**src/rtl/instr_fetch_unit_if.sv**
```systemverilog
// Fetch-unit bus bundle: instruction-memory request/response, redirect and decoder port.
// master = fetch unit side, slave = memory/decoder environment side.
interface instr_fetch_unit_if #(
  parameter int ADDR_WIDTH  = 8,
  parameter int INSTR_WIDTH = 16
);
  logic                   mem_req;
  logic [ADDR_WIDTH-1:0]  mem_addr;
  logic                   mem_ack;
  logic [INSTR_WIDTH-1:0] mem_rdata;
  logic                   mem_rvalid;
  logic                   redirect;
  logic [ADDR_WIDTH-1:0]  redirect_addr;
  logic                   dec_valid;
  logic                   dec_ready;
  logic [3:0]             dec_opcode;
  logic [3:0]             dec_rd;
  logic [3:0]             dec_rs;
  logic [7:0]             dec_imm;
  logic [ADDR_WIDTH-1:0]  dec_pc;
  logic                   halted;

  modport master (
    output mem_req, mem_addr,
    input  mem_ack, mem_rdata, mem_rvalid,
    input  redirect, redirect_addr,
    output dec_valid, dec_opcode, dec_rd, dec_rs, dec_imm, dec_pc, halted,
    input  dec_ready
  );

  modport slave (
    input  mem_req, mem_addr,
    output mem_ack, mem_rdata, mem_rvalid,
    output redirect, redirect_addr,
    input  dec_valid, dec_opcode, dec_rd, dec_rs, dec_imm, dec_pc, halted,
    output dec_ready
  );
endinterface

```
**src/rtl/instr_fetch_unit.sv**
```systemverilog
// Instruction fetch stage: single-outstanding memory reads, decoded-field FIFO, epoch-based redirect flush.
// Optional illegal-opcode trap (HALT state) enabled by defining FETCH_ILLEGAL_TRAP_EN.
module instr_fetch_unit #(
  parameter int ADDR_WIDTH  = 8,
  parameter int INSTR_WIDTH = 16,
  parameter int FIFO_DEPTH  = 2
) (
  input logic               clk,
  input logic               reset_n,
  instr_fetch_unit_if.master bus
);
  localparam int PW = (FIFO_DEPTH > 1) ? $clog2(FIFO_DEPTH) : 1;
  localparam int CW = PW + 1;
  localparam logic [CW-1:0] DEPTH_C = CW'(FIFO_DEPTH);

`ifdef FETCH_ILLEGAL_TRAP_EN
  typedef enum logic [1:0] {REQ, WAIT, HALT} state_t;
`else
  typedef enum logic [1:0] {REQ, WAIT} state_t;
`endif

  state_t                 state;
  logic                   req;
  logic [ADDR_WIDTH-1:0]  addr;
  logic [ADDR_WIDTH-1:0]  pc;
  logic                   epoch;
  logic                   req_epoch;

  logic [INSTR_WIDTH-1:0] fifo_instr [FIFO_DEPTH];
  logic [ADDR_WIDTH-1:0]  fifo_pc    [FIFO_DEPTH];
  logic [PW-1:0]          wr_ptr;
  logic [PW-1:0]          rd_ptr;
  logic [CW-1:0]          count;

  logic                   valid;
  logic                   resp;
  logic                   illegal;
  logic                   push;
  logic                   pop;
  logic                   credit;
  logic [INSTR_WIDTH-1:0] head;

  // A response counts only if its request was issued in the current epoch and no redirect is pending.
  assign resp   = (state == WAIT) && bus.mem_rvalid && (req_epoch == epoch) && !bus.redirect;
`ifdef FETCH_ILLEGAL_TRAP_EN
  logic halt_flag;
  assign illegal    = bus.mem_rdata[15:12] inside {[4'hA:4'hE]};
  assign bus.halted = halt_flag;
`else
  assign illegal    = 1'b0;
  assign bus.halted = 1'b0;
`endif
  assign push   = resp && !illegal;
  assign valid  = (count != '0);
  assign pop    = valid && bus.dec_ready && !bus.redirect;
  assign credit = (count < DEPTH_C);
  assign head   = fifo_instr[rd_ptr];

  assign bus.mem_req    = req;
  assign bus.mem_addr   = addr;
  assign bus.dec_valid  = valid;
  assign bus.dec_opcode = head[15:12];
  assign bus.dec_rd     = head[11:8];
  assign bus.dec_rs     = head[7:4];
  assign bus.dec_imm    = head[7:0];
  assign bus.dec_pc     = fifo_pc[rd_ptr];

  always_ff @(posedge clk or negedge reset_n) begin
    if (!reset_n) begin
      state     <= REQ;
      req       <= 1'b0;
      addr      <= '0;
      pc        <= '0;
      epoch     <= 1'b0;
      req_epoch <= 1'b0;
`ifdef FETCH_ILLEGAL_TRAP_EN
      halt_flag <= 1'b0;
`endif
    end else begin
      if (bus.redirect) epoch <= ~epoch;
      case (state)
        REQ: begin
          if (req) begin
            if (bus.mem_ack) begin
              // Acked with a same-cycle redirect: tagged with the old epoch so the reply is dropped.
              req       <= 1'b0;
              state     <= WAIT;
              req_epoch <= epoch;
              pc        <= bus.redirect ? bus.redirect_addr : pc + ADDR_WIDTH'(1);
            end else if (bus.redirect) begin
              addr <= bus.redirect_addr;
              pc   <= bus.redirect_addr;
            end
          end else if (bus.redirect) begin
            req  <= 1'b1;
            addr <= bus.redirect_addr;
            pc   <= bus.redirect_addr;
          end else if (credit) begin
            req  <= 1'b1;
            addr <= pc;
          end
        end
        WAIT: begin
          if (bus.redirect) pc <= bus.redirect_addr;
          if (bus.mem_rvalid) begin
`ifdef FETCH_ILLEGAL_TRAP_EN
            if (resp && illegal) begin
              state     <= HALT;
              halt_flag <= 1'b1;
            end else begin
              state <= REQ;
            end
`else
            state <= REQ;
`endif
          end
        end
`ifdef FETCH_ILLEGAL_TRAP_EN
        HALT: begin
          if (bus.redirect) begin
            state     <= REQ;
            halt_flag <= 1'b0;
            req       <= 1'b1;
            addr      <= bus.redirect_addr;
            pc        <= bus.redirect_addr;
          end
        end
`endif
        default: state <= REQ;
      endcase
    end
  end

  // The in-WAIT request address doubles as the fetch PC stored alongside the word.
  always_ff @(posedge clk or negedge reset_n) begin
    if (!reset_n) begin
      wr_ptr <= '0;
      rd_ptr <= '0;
      count  <= '0;
      for (int unsigned i = 0; i < FIFO_DEPTH; i++) begin
        fifo_instr[i] <= '0;
        fifo_pc[i]    <= '0;
      end
    end else if (bus.redirect) begin
      wr_ptr <= '0;
      rd_ptr <= '0;
      count  <= '0;
    end else begin
      if (push) begin
        fifo_instr[wr_ptr] <= bus.mem_rdata;
        fifo_pc[wr_ptr]    <= addr;
        wr_ptr             <= wr_ptr + PW'(1);
      end
      if (pop) rd_ptr <= rd_ptr + PW'(1);
      if (push && !pop)      count <= count + CW'(1);
      else if (pop && !push) count <= count - CW'(1);
    end
  end
endmodule

```
**src/flat_wrapper.sv**
```systemverilog
// flat-port wrapper written by rule: the top's interface ports become plain ports
module instr_fetch_unit_flat 
#(
  parameter int ADDR_WIDTH  = 8,
  parameter int INSTR_WIDTH = 16,
  parameter int FIFO_DEPTH  = 2
)
  (clk, reset_n, bus_mem_req, bus_mem_addr, bus_mem_ack, bus_mem_rdata, bus_mem_rvalid, bus_redirect, bus_redirect_addr, bus_dec_valid, bus_dec_opcode, bus_dec_rd, bus_dec_rs, bus_dec_imm, bus_dec_pc, bus_halted, bus_dec_ready);
  instr_fetch_unit_if #(.ADDR_WIDTH(ADDR_WIDTH), .INSTR_WIDTH(INSTR_WIDTH)) bus_i ();
  input logic clk;
  input logic reset_n;
  output wire logic [$bits(bus_i.mem_req)-1:0] bus_mem_req;
  output wire logic [$bits(bus_i.mem_addr)-1:0] bus_mem_addr;
  input wire logic [$bits(bus_i.mem_ack)-1:0] bus_mem_ack;
  input wire logic [$bits(bus_i.mem_rdata)-1:0] bus_mem_rdata;
  input wire logic [$bits(bus_i.mem_rvalid)-1:0] bus_mem_rvalid;
  input wire logic [$bits(bus_i.redirect)-1:0] bus_redirect;
  input wire logic [$bits(bus_i.redirect_addr)-1:0] bus_redirect_addr;
  output wire logic [$bits(bus_i.dec_valid)-1:0] bus_dec_valid;
  output wire logic [$bits(bus_i.dec_opcode)-1:0] bus_dec_opcode;
  output wire logic [$bits(bus_i.dec_rd)-1:0] bus_dec_rd;
  output wire logic [$bits(bus_i.dec_rs)-1:0] bus_dec_rs;
  output wire logic [$bits(bus_i.dec_imm)-1:0] bus_dec_imm;
  output wire logic [$bits(bus_i.dec_pc)-1:0] bus_dec_pc;
  output wire logic [$bits(bus_i.halted)-1:0] bus_halted;
  input wire logic [$bits(bus_i.dec_ready)-1:0] bus_dec_ready;
  assign bus_mem_req = bus_i.mem_req;
  assign bus_mem_addr = bus_i.mem_addr;
  assign bus_i.mem_ack = bus_mem_ack;
  assign bus_i.mem_rdata = bus_mem_rdata;
  assign bus_i.mem_rvalid = bus_mem_rvalid;
  assign bus_i.redirect = bus_redirect;
  assign bus_i.redirect_addr = bus_redirect_addr;
  assign bus_dec_valid = bus_i.dec_valid;
  assign bus_dec_opcode = bus_i.dec_opcode;
  assign bus_dec_rd = bus_i.dec_rd;
  assign bus_dec_rs = bus_i.dec_rs;
  assign bus_dec_imm = bus_i.dec_imm;
  assign bus_dec_pc = bus_i.dec_pc;
  assign bus_halted = bus_i.halted;
  assign bus_i.dec_ready = bus_dec_ready;
  instr_fetch_unit #(.ADDR_WIDTH(ADDR_WIDTH), .INSTR_WIDTH(INSTR_WIDTH), .FIFO_DEPTH(FIFO_DEPTH)) u_core (.clk(clk), .reset_n(reset_n), .bus(bus_i));
endmodule
```
**config.mk**
```make
export PLATFORM = sky130hd
export DESIGN_NAME = instr_fetch_unit_flat
export DESIGN_NICKNAME = d
export VERILOG_FILES = /design/src/rtl/instr_fetch_unit_if.sv /design/src/rtl/instr_fetch_unit.sv /design/src/flat_wrapper.sv
export SDC_FILE = /design/constraint.sdc
export NUM_CORES = 1
export LEC_CHECK = 0
export CORE_MARGIN = 2
export CORE_UTILIZATION = 51
export CTS_CLUSTER_DIAMETER = 30
export CTS_CLUSTER_SIZE = 40
export DETAILED_ROUTE_END_ITERATION = 10
export PLACE_DENSITY = 0.85
export SYNTH_ARGS = -nofsm -noshare
export SYNTH_HDL_FRONTEND = slang
export SYNTH_SLANG_ARGS = --single-unit
```
**constraint.sdc**
```tcl
create_clock -name clk -period 2.2 [get_ports clk]
set_input_delay 0.66 -clock clk [delete_from_list [all_inputs] [get_ports clk]]
set_output_delay 0.66 -clock clk [all_outputs]
set_load 0.03 [all_outputs]
```
-- Word-level counts from Yosys, hierarchy flattened
Index checks and enable logic that the tools add are counted.
- add/sub/neg operators: 5
- order comparisons: 4
- equality and inequality tests: 7
- mux-type cells: 37
- bitwise gates (word level): 4
- reductions and logical operators: 22
- operator list (kind ; count):
    2-to-1 mux 8 bit ; 13
    2-to-1 mux 16 bit ; 4
    bitwise mux 32 bit ; 1
    bitwise mux 16 bit ; 1
    demux 16 bit (select 1 bit) ; 1
    case mux 8 bit (2 select lines) ; 1
    2-to-1 mux 2 bit ; 6
    nonzero test 2 bit ; 5
    adder 8 x 1 -> 8 bit, second input constant ; 1
    demux 8 bit (select 1 bit) ; 1
    logical AND 1 bit ; 8
    2-to-1 mux 1 bit ; 8
    inequality test 2 bit, second input constant ; 4
    AND reduction 3 bit ; 2
    >= comparator 2 bit, second input constant ; 2
    inverter 1 -> 2 bit ; 2
    case mux 2 bit (2 select lines) ; 1
    AND reduction 4 bit ; 1
    zero test 1 bit ; 3
    nonzero test 3 bit ; 1
    adder 1 bit, second input constant ; 2
    adder 2 x 1 -> 2 bit, second input constant ; 1
    == test 2 x 1 -> 1 bit, second input constant ; 1
    zero test 2 bit ; 1
    other kinds (7) ; 8
- register bits: 73
- input port bits: 30
- output and inout port bits: 39
- logic and storage cells: 92

-- Depth between registers and ports, before layout
Gate-level depths: netlist of the first run.
- depth in word-level cells: 9
- depth in mapped cells: 5
- depth with buffers taken out: 4

-- Worst setup path after synthesis of the first run
OpenSTA, ideal clock, no wires.
- path kind: flip-flop to output port
- start point: register u_core.rd_ptr
- end point: output port bus_dec_rs[0]
- arrival: 1566 ps
- data required time: 1540 ps
- path slack: -26 ps
- stages on the path, launching flop included: 5
- buffers on the path: 3
- path through: dfrtp_1 clkbuf_1 clkbuf_1 mux2_2 buf_4
- cells in the longest elaborated chain, start to end: 4
- RTL lines (item ; RTL line ; source):
    start: declaration ; instr_fetch_unit.sv:32 ; logic [PW-1:0] rd_ptr;
    start signal: assignment ; instr_fetch_unit.sv:154 ; if (pop) rd_ptr <= rd_ptr + PW'(1);
    inverter 1 -> 2 bit (not written as such) ; instr_fetch_unit.sv:57 ; assign head = fifo_instr[rd_ptr];
    2-to-1 mux 16 bit (not written as such) (3 in a row) ; instr_fetch_unit.sv:57 ;
    end: declaration ; flat_wrapper.sv:22 ; output wire logic [$bits(bus_i.dec_rs)-1:0] bus_dec_rs;
No other way between the ends. The select of a mux whose other input is x is not followed.

-- Final worst setup path of the first run
- start point: register u_core.rd_ptr
- end point: output port bus_dec_rd[1]
- cells in the longest elaborated chain, start to end: 4
- RTL lines (item ; RTL line ; source):
    inverter 1 -> 2 bit (not written as such) ; instr_fetch_unit.sv:57 ;
    2-to-1 mux 16 bit (not written as such) (3 in a row) ; instr_fetch_unit.sv:57 ;
    end: declaration ; flat_wrapper.sv:21 ; output wire logic [$bits(bus_i.dec_rd)-1:0] bus_dec_rd;
No other way between the ends. The select of a mux whose other input is x is not followed.

==> results of run 1 <==
==> cell usage after synthesis, types with 2 or more instances <==
master and n:
a31oi_1 2, or4_1 2, mux2_2 87, or2_2 2, or3_1 2, nand2_1 5, xor2_1 4, inv_1 4
mux2i_1 5, nand3b_1 3, o21ai_0 7, clkbuf_1 4, nand3_1 4, nor4_1 2, nor2_1 4, a21oi_1 3
mux2_1 2, buf_6 4, dfrtp_1 72, buf_4 6, o21a_1 2
==> registers in the layout (all words and copies together) (netlist names) <==
name,cells
u_core.count,2
u_core.epoch,1
u_core.bus.mem_addr,8
u_core.req_epoch,1
u_core.rd_ptr,1
u_core.wr_ptr,1
u_core.fifo_pc,16
u_core.pc,8
u_core.bus.mem_req,1
u_core.fifo_instr,32
u_core.state,1
==> critical path: stages, from the launching register on <==
cell and delay [ns]:
dfrtp_2 0.44, clkbuf_16 0.19, buf_4 0.11, mux2_2 0.31
buf_2 0.18
==> power by group <==
group / internal (mW) / switching, mW
clock network: 0.755 / 0.514
logic: 1.23 / 1.45
registers: 1.88 / 0.385
==> worst max-delay path by stage <==
stage	endpoint	slack (ns)	cells after the start
5_1_grt	bus_dec_rd[1]	-0.07	4
3_3_place_gp	u_core.fifo_instr[23]	-0.07	5
6_report	bus_dec_rd[1]	-0.03	4
3_5_place_dp	u_core.pc[7]	-0.10	7
4_1_cts	bus_dec_imm[5]	-0.08	3
2_1_floorplan	bus_dec_rs[0]	0.10	4
==> timing repair <==
item | CTS | global route
buffers inserted | 0 | 2
cloned | 0 | 1
setup endpoints to repair | 29 | 20
resized for setup | 107 | 36
==> per-layer routing <==
layer  wire [um]  vias up
met4         131        0
li1            -     1046
met2        3820       67
met5           0        -
met3         355       12
met1        3157     1162
==> through the flow <==
stage	area (sq um)	setup WS, ns	setup TNS (ns)
4_1_cts	4469	-0.08379	-1.118
3_3_place_gp	4263	-0.06648	-3.419
5_1_grt	4407	-0.07161	-0.2068
2_1_floorplan	3398	0.1014	0
6_report	4407	-0.03460	-0.05342
3_5_place_dp	4263	-0.1047	-4.071
==> kinds of logic (layout without fill, tap and decap cells) <==
| logic type | Yosys count | in the layout | share of synthesized area |
|---|---|---|---|
| muxes | 94 | 94 | 0.3098 |
| DFF | 72 | 72 | 0.5304 |
| and+or+nand+nor | 32 | 32 | 0.06261 |
| AOI/OAI and AO/OA | 21 | 21 | 0.03941 |
| buffers and inverters | 20 | 109 | 0.03793 |
| xor gates and xnor gates | 5 | 5 | 0.01510 |
| adders and majority gates | 1 | 1 | 0.003683 |
| other | 1 | 1 | 0.001104 |
==> cell type report <==
class                      count  area (sq um)  share of cell area
clock buffer                   9         123.9             0.02811
clock inverter                 7         117.6             0.02669
inverter                       4         15.01            0.003407
multi-input combinational    154          1466              0.3328
sequential                    72          1803              0.4091
tap                           77         96.34             0.02186
timing repair buffer          89         784.5              0.1780
==> run_results.csv, run 1 <==
group,metric,value,unit
cts,max-clock-path-buffers,2,
synth,syn_area,0.003397,sq mm
synth,synthCells,246,
timing,slew_viol_final,0,
drt,vias,2287,
timing,hold_violations,0,
drt,drtIter0Drc,138,
synth,yosys_warnings,0,
final_layout,drive_gt1_frac,0.4836,
grt,grt_pass1_vias,2442,
grt,grt.overflow.total,0,
floorplanning,rows,29,
synth,synth_seq_cells,72,
drt,routed_wl,7.465,mm
synth,synthArstFlopShare,1.000,
timing,skew,0.009372,ns
setup_path,r2r_cells,4,
synth,synth_top_area_share,0.5304,
drt,vias_per_cell,5.551,
grt,grtUsageMet1,0.2652,
floorplanning,initial_utilization,0.5319,
setup_path,critPathLaunchType,"register",
synth,syn_avg_cell_area,13.81,sq um
power_and_ir_drop,p_total,6.214,mW
power_and_ir_drop,leakage,1.982,nW
setup_path,startpoint,"u_core.rd_ptr",
grt,grt_util_met2,0.3651,
cts,cts_tree,"done",
final_layout,antenna_cells,0,
power_and_ir_drop,powerDensity,1410,mW/mm^2
final_layout,fillers,459,
grt,antenna_found_initial,0,
timing,relSlewSlack,0.6276,
timing,finalSetupViolCount,2,
synth,yosysTopAreaCell,"dfrtp_1",
setup_path,critPathKind,"reg2out",
cts,ctsHoldBuffers,0,
synth,synth_flop_cell,"dfrtp_1",
final_layout,fin_cells,412,
drt,drc,0,
setup_path,cp_data_required_time,1.54,ns
timing,rsz0062_at_grt,"true",
floorplanning,die_width,85.62,um
final_layout,final_cell_mix,"mux2_2 (87), dfrtp_1 (71), clkdlybuf4s50_1 (36)",
place,portBuffers,67,
place,gp_congestion,0.8150,
synth,seq_area_frac_synth,0.5304,
timing,setup_ws,-0.03460,ns
cts,clock_latency,0.35,ns
setup_path,path_max_fanout,9,
final_layout,layout_commonest_cell,"mux2_2",
run_status,outcome,"finished, violations left",
grt,grt_max_degree,30,
synth,syn-num-nets,277,
final_layout,syn2layout_area_growth,29.72,%
timing,whs,0.2918,ns
timing,tightest_slew,0.5585,ns
grt,grt_pass1_wl,12.15,mm
place,post-place-cells,393,
setup_path,r2r-start,"u_core.epoch",
timing,max_freq,0.4475,GHz
cts,clock-root-buffer,"clkbuf_8",
place,dp_hpwl,5.017,mm
grt,grt_use_met3,0.04235,
grt,grt.total_usage,0.2158,
grt,grt_busiest_layer,"met2",
floorplanning,fp.dieArea,0.007330,sq mm
cts,cts_htree_levels,3,
run_status,violations,"negative setup slack",
synth,synth_enable_flop_cells,0,
cts,clk_pin_slew,0.08,ns
floorplanning,core-area,0.006386,sq mm
setup_path,r2r-end,"u_core.fifo_instr[2]",
cts,cts_buffers,9,
floorplanning,pin_count,69,
drt,first_pass_iters,5,
timing,finalCriticalPeriod,2.235,ns
setup_path,crit_path_end_kind,"output pin",
floorplanning,die_height,85.62,um
final_layout,fin_util,0.6900,
setup_path,reg2reg_slack,0.43,ns
synth,yosys.cell_types.count,41,
timing,period_share,1.016,
final_layout,fin_nets,361,
run,drv_cap,0,
hold_path,worstHoldPathType,"in2async",
power_and_ir_drop,ir_drop,0.001052,V
cts,cts_sinks,72,
synth,synth.area.top_cells,"dfrtp_1 (53%), mux2_2 (29%), mux2i_1 (1.5%)",
drt,ant_nets,0,
drt,routedWlPerCell,18.12,um
setup_path,cp_data_arrival_time,1.57,ns
No activity file was read; power rests on OpenSTA's default activity.
==> run 2, diff against run 1 <==
--- a/config.mk
+++ b/config.mk
@@ -10,7 +10,9 @@
 export CTS_CLUSTER_DIAMETER = 30
 export CTS_CLUSTER_SIZE = 40
 export DETAILED_ROUTE_END_ITERATION = 10
+export MAX_ROUTING_LAYER = met4
 export PLACE_DENSITY = 0.85
 export SYNTH_ARGS = -nofsm -noshare
 export SYNTH_HDL_FRONTEND = slang
 export SYNTH_SLANG_ARGS = --single-unit
+export TNS_END_PERCENT = 10
==> run 2 against run 1 <==
The flow still finishes with violations (negative setup slack); hold slack improved by 0.0068 ns; clock skew about the same; global-route usage increased by 0.72 points; sequential cell count unchanged; sequential share of layout area decreased by 1.2 points; combinational power increased by 6%; non-clock buffer count decreased by 2; clock-buffer cell count unchanged; register-to-register slack about the same; sequential power about the same; fmax decreased by 1.1%; wire length increased by 0.44%; critical path type unchanged; critical endpoint is now bus_dec_imm[0]; largest power group unchanged.
==> run_results.csv, run 2 (synthesized netlist as in run 1, its figures left out) <==
group,metric,value,unit
grt,grt_pass1_vias,2446,
timing,skew,0.009417,ns
floorplanning,die_height,85.62,um
timing,max_freq,0.4427,GHz
grt,grt_max_degree,30,
floorplanning,core-area,0.006386,sq mm
place,place_area,0.004263,sq mm
drt,drtIter0Drc,158,
timing,relSlewSlack,0.6261,
final_layout,antenna_cells,0,
final_layout,layout_commonest_cell,"mux2_2",
final_layout,final_cell_area,0.004536,sq mm
setup_path,critPathBufInv,2,
timing,finalCriticalPeriod,2.259,ns
setup_path,max_stage_delay,0.44,ns
power_and_ir_drop,switching_share,0.3705,
place,dp_hpwl,5.017,mm
final_layout,reg_top3,"u_core.fifo_instr: 32 flops, u_core.fifo_pc: 16 flops",
setup_path,reg2reg_slack,0.42,ns
drt,vias,2292,
final_layout,largest_register,"u_core.fifo_instr",
cts,cts_sinks,72,
final_layout,final_cell_mix,"mux2_2 (87), dfrtp_1 (71), clkdlybuf4s50_1 (36)",
cts,max-clock-path-buffers,2,
drt,ant_nets,0,
setup_path,crit_path_end_kind,"output pin",
cts,cts_setup_buffers,0,
cts,cts_buffers,9,
timing,period_share,1.027,
setup_path,worst_path_dominant_cell_family,"buffers and inverters",
power_and_ir_drop,leakage,1.977,nW
grt,grt.total_usage,0.2230,
final_layout,multi_input_area,0.001466,sq mm
floorplanning,rows,29,
power_and_ir_drop,clockPowerShare,0.198,
timing,setup_ws,-0.05899,ns
final_layout,largest_reg_flops,32,
place,portBuffers,67,
setup_path,critPathLaunchType,"register",
power_and_ir_drop,power_switching,2.361,mW
setup_path,path_max_fanout,9,
drt,routed_wl,7.498,mm
floorplanning,pin_count,69,
run_status,violations,"negative setup slack",
setup_path,cp_data_arrival_time,1.60,ns
timing,slew_viol_final,0,
timing,finalSetupViolCount,23,
drt,routedWlPerCell,18.29,um
setup_path,critPathKind,"reg2out",
cts,cts_tree,"done",
setup_path,cp_data_required_time,1.54,ns
power_and_ir_drop,ir_drop,0.001108,V
floorplanning,fp.dieArea,0.007330,sq mm
power_and_ir_drop,powerDensity,1405,mW/mm^2
floorplanning,initial_utilization,0.5319,
grt,grt_pass1_wl,12.16,mm
cts,clk_pin_slew,0.08,ns
run_status,outcome,"finished, violations left",
drt,drc,0,
setup_path,cp_cell_sequence,"clkbuf_16, mux2_2, clkdlybuf4s15_2",
timing,tightest_slew,0.5609,ns
cts,clock_latency,0.35,ns
setup_path,slowest_stage,"dfrtp_2",
grt,antenna_found_initial,0,
drt,first_pass_iters,4,
cts,cts_htree_levels,3,
timing,tns,-0.6779,ns
timing,whs,0.2985,ns
final_layout,fin_util,0.7102,
final_layout,fin_cells,410,
place,gp_congestion,0.8271,
final_layout,fin_nets,359,
cts,clock-root-buffer,"clkbuf_8",
power_and_ir_drop,pwr-share-seq,0.355,
run,drv_cap,0,
final_layout,drive_gt1_frac,0.4805,
grt,grt.overflow.total,0,
timing,rsz0062_at_grt,"true",
power_and_ir_drop,p_int,4.011,mW
final_layout,register_area,0.001803,sq mm
final_layout,syn2layout_area_growth,33.52,%
drt,vias_per_cell,5.590,
timing,hold_violations,0,
hold_path,worstHoldPathType,"in2async",
place,post-place-cells,393,
power_and_ir_drop,pwr-share-comb,0.447,
floorplanning,die_width,85.62,um
final_layout,fillers,433,
==> run 2: repair_timing <==
action | in CTS | in global routing
hold buffers | 0 | 0
gates resized for setup | 85 | 12
endpoints found under the setup margin | 29 | 29
hold endpoints to repair | 0 | 0
cloned | 0 | 1
==> run 2: final cells by class <==
class / instances / area share
Sequential cell: 72 / 0.3975
Multi-Input combinational cell: 154 / 0.3233
Timing Repair Buffer: 87 / 0.2014
Clock buffer: 9 / 0.02731
Clock inverter: 7 / 0.02593
Tap cell: 77 / 0.02124
Inverter: 4 / 0.003310
==> run 2: worst paths after layout <==
path                                from                    to  depth (start not counted)
setup / recovery           u_core.rd_ptr        bus_dec_imm[0]                          3
hold / removal                   reset_n          u_core.pc[4]                          1
setup reg to reg            u_core.epoch  u_core.fifo_instr[2]                          4
hold reg to reg             u_core.pc[7]          u_core.pc[7]                          1
max in group asynchronous        reset_n         u_core.rd_ptr                          2
min in group clk            u_core.pc[7]          u_core.pc[7]                          1
==> run 2: metal layers <==
layer  share of wire  vias up  routed length (um)  track usage
met5               0        -                   0            -
met3           0.044       13                 329      0.03754
met1            0.41     1170                3047       0.2679
met4           0.018        0                 135       0.1039
met2            0.53       67                3986       0.3686
li1                -     1042                   -            -
==> run 2: metrics by stage <==
stage,power [mW],setup WS (ns)
floorplan,4.114,0.1014
global placement,5.110,-0.06648
detailed placement,5.219,-0.1047
CTS,6.422,-0.08379
global route,6.692,-0.1084
finish,6.373,-0.05899
==> run 2: power groups by stage <==
stage	combinational, mW	sequential [mW]	clock [mW]
final	2.85	2.26	1.26
after global routing	3.02	2.34	1.33
after CTS	2.89	2.25	1.28
after detailed placement	2.95	2.26	0
after global placement	2.89	2.22	0
after floorplan	1.80	2.32	0
==> run 3, diff against run 2 <==
--- a/config.mk
+++ b/config.mk
@@ -10,6 +10,7 @@
 export CTS_CLUSTER_DIAMETER = 30
 export CTS_CLUSTER_SIZE = 40
 export DETAILED_ROUTE_END_ITERATION = 10
+export GPL_TIMING_DRIVEN = 1
 export MAX_ROUTING_LAYER = met4
 export PLACE_DENSITY = 0.85
 export SYNTH_ARGS = -nofsm -noshare
==> results of run 3 <==
Same layout as run 2: the final DEF is identical, and so are final timing and power.
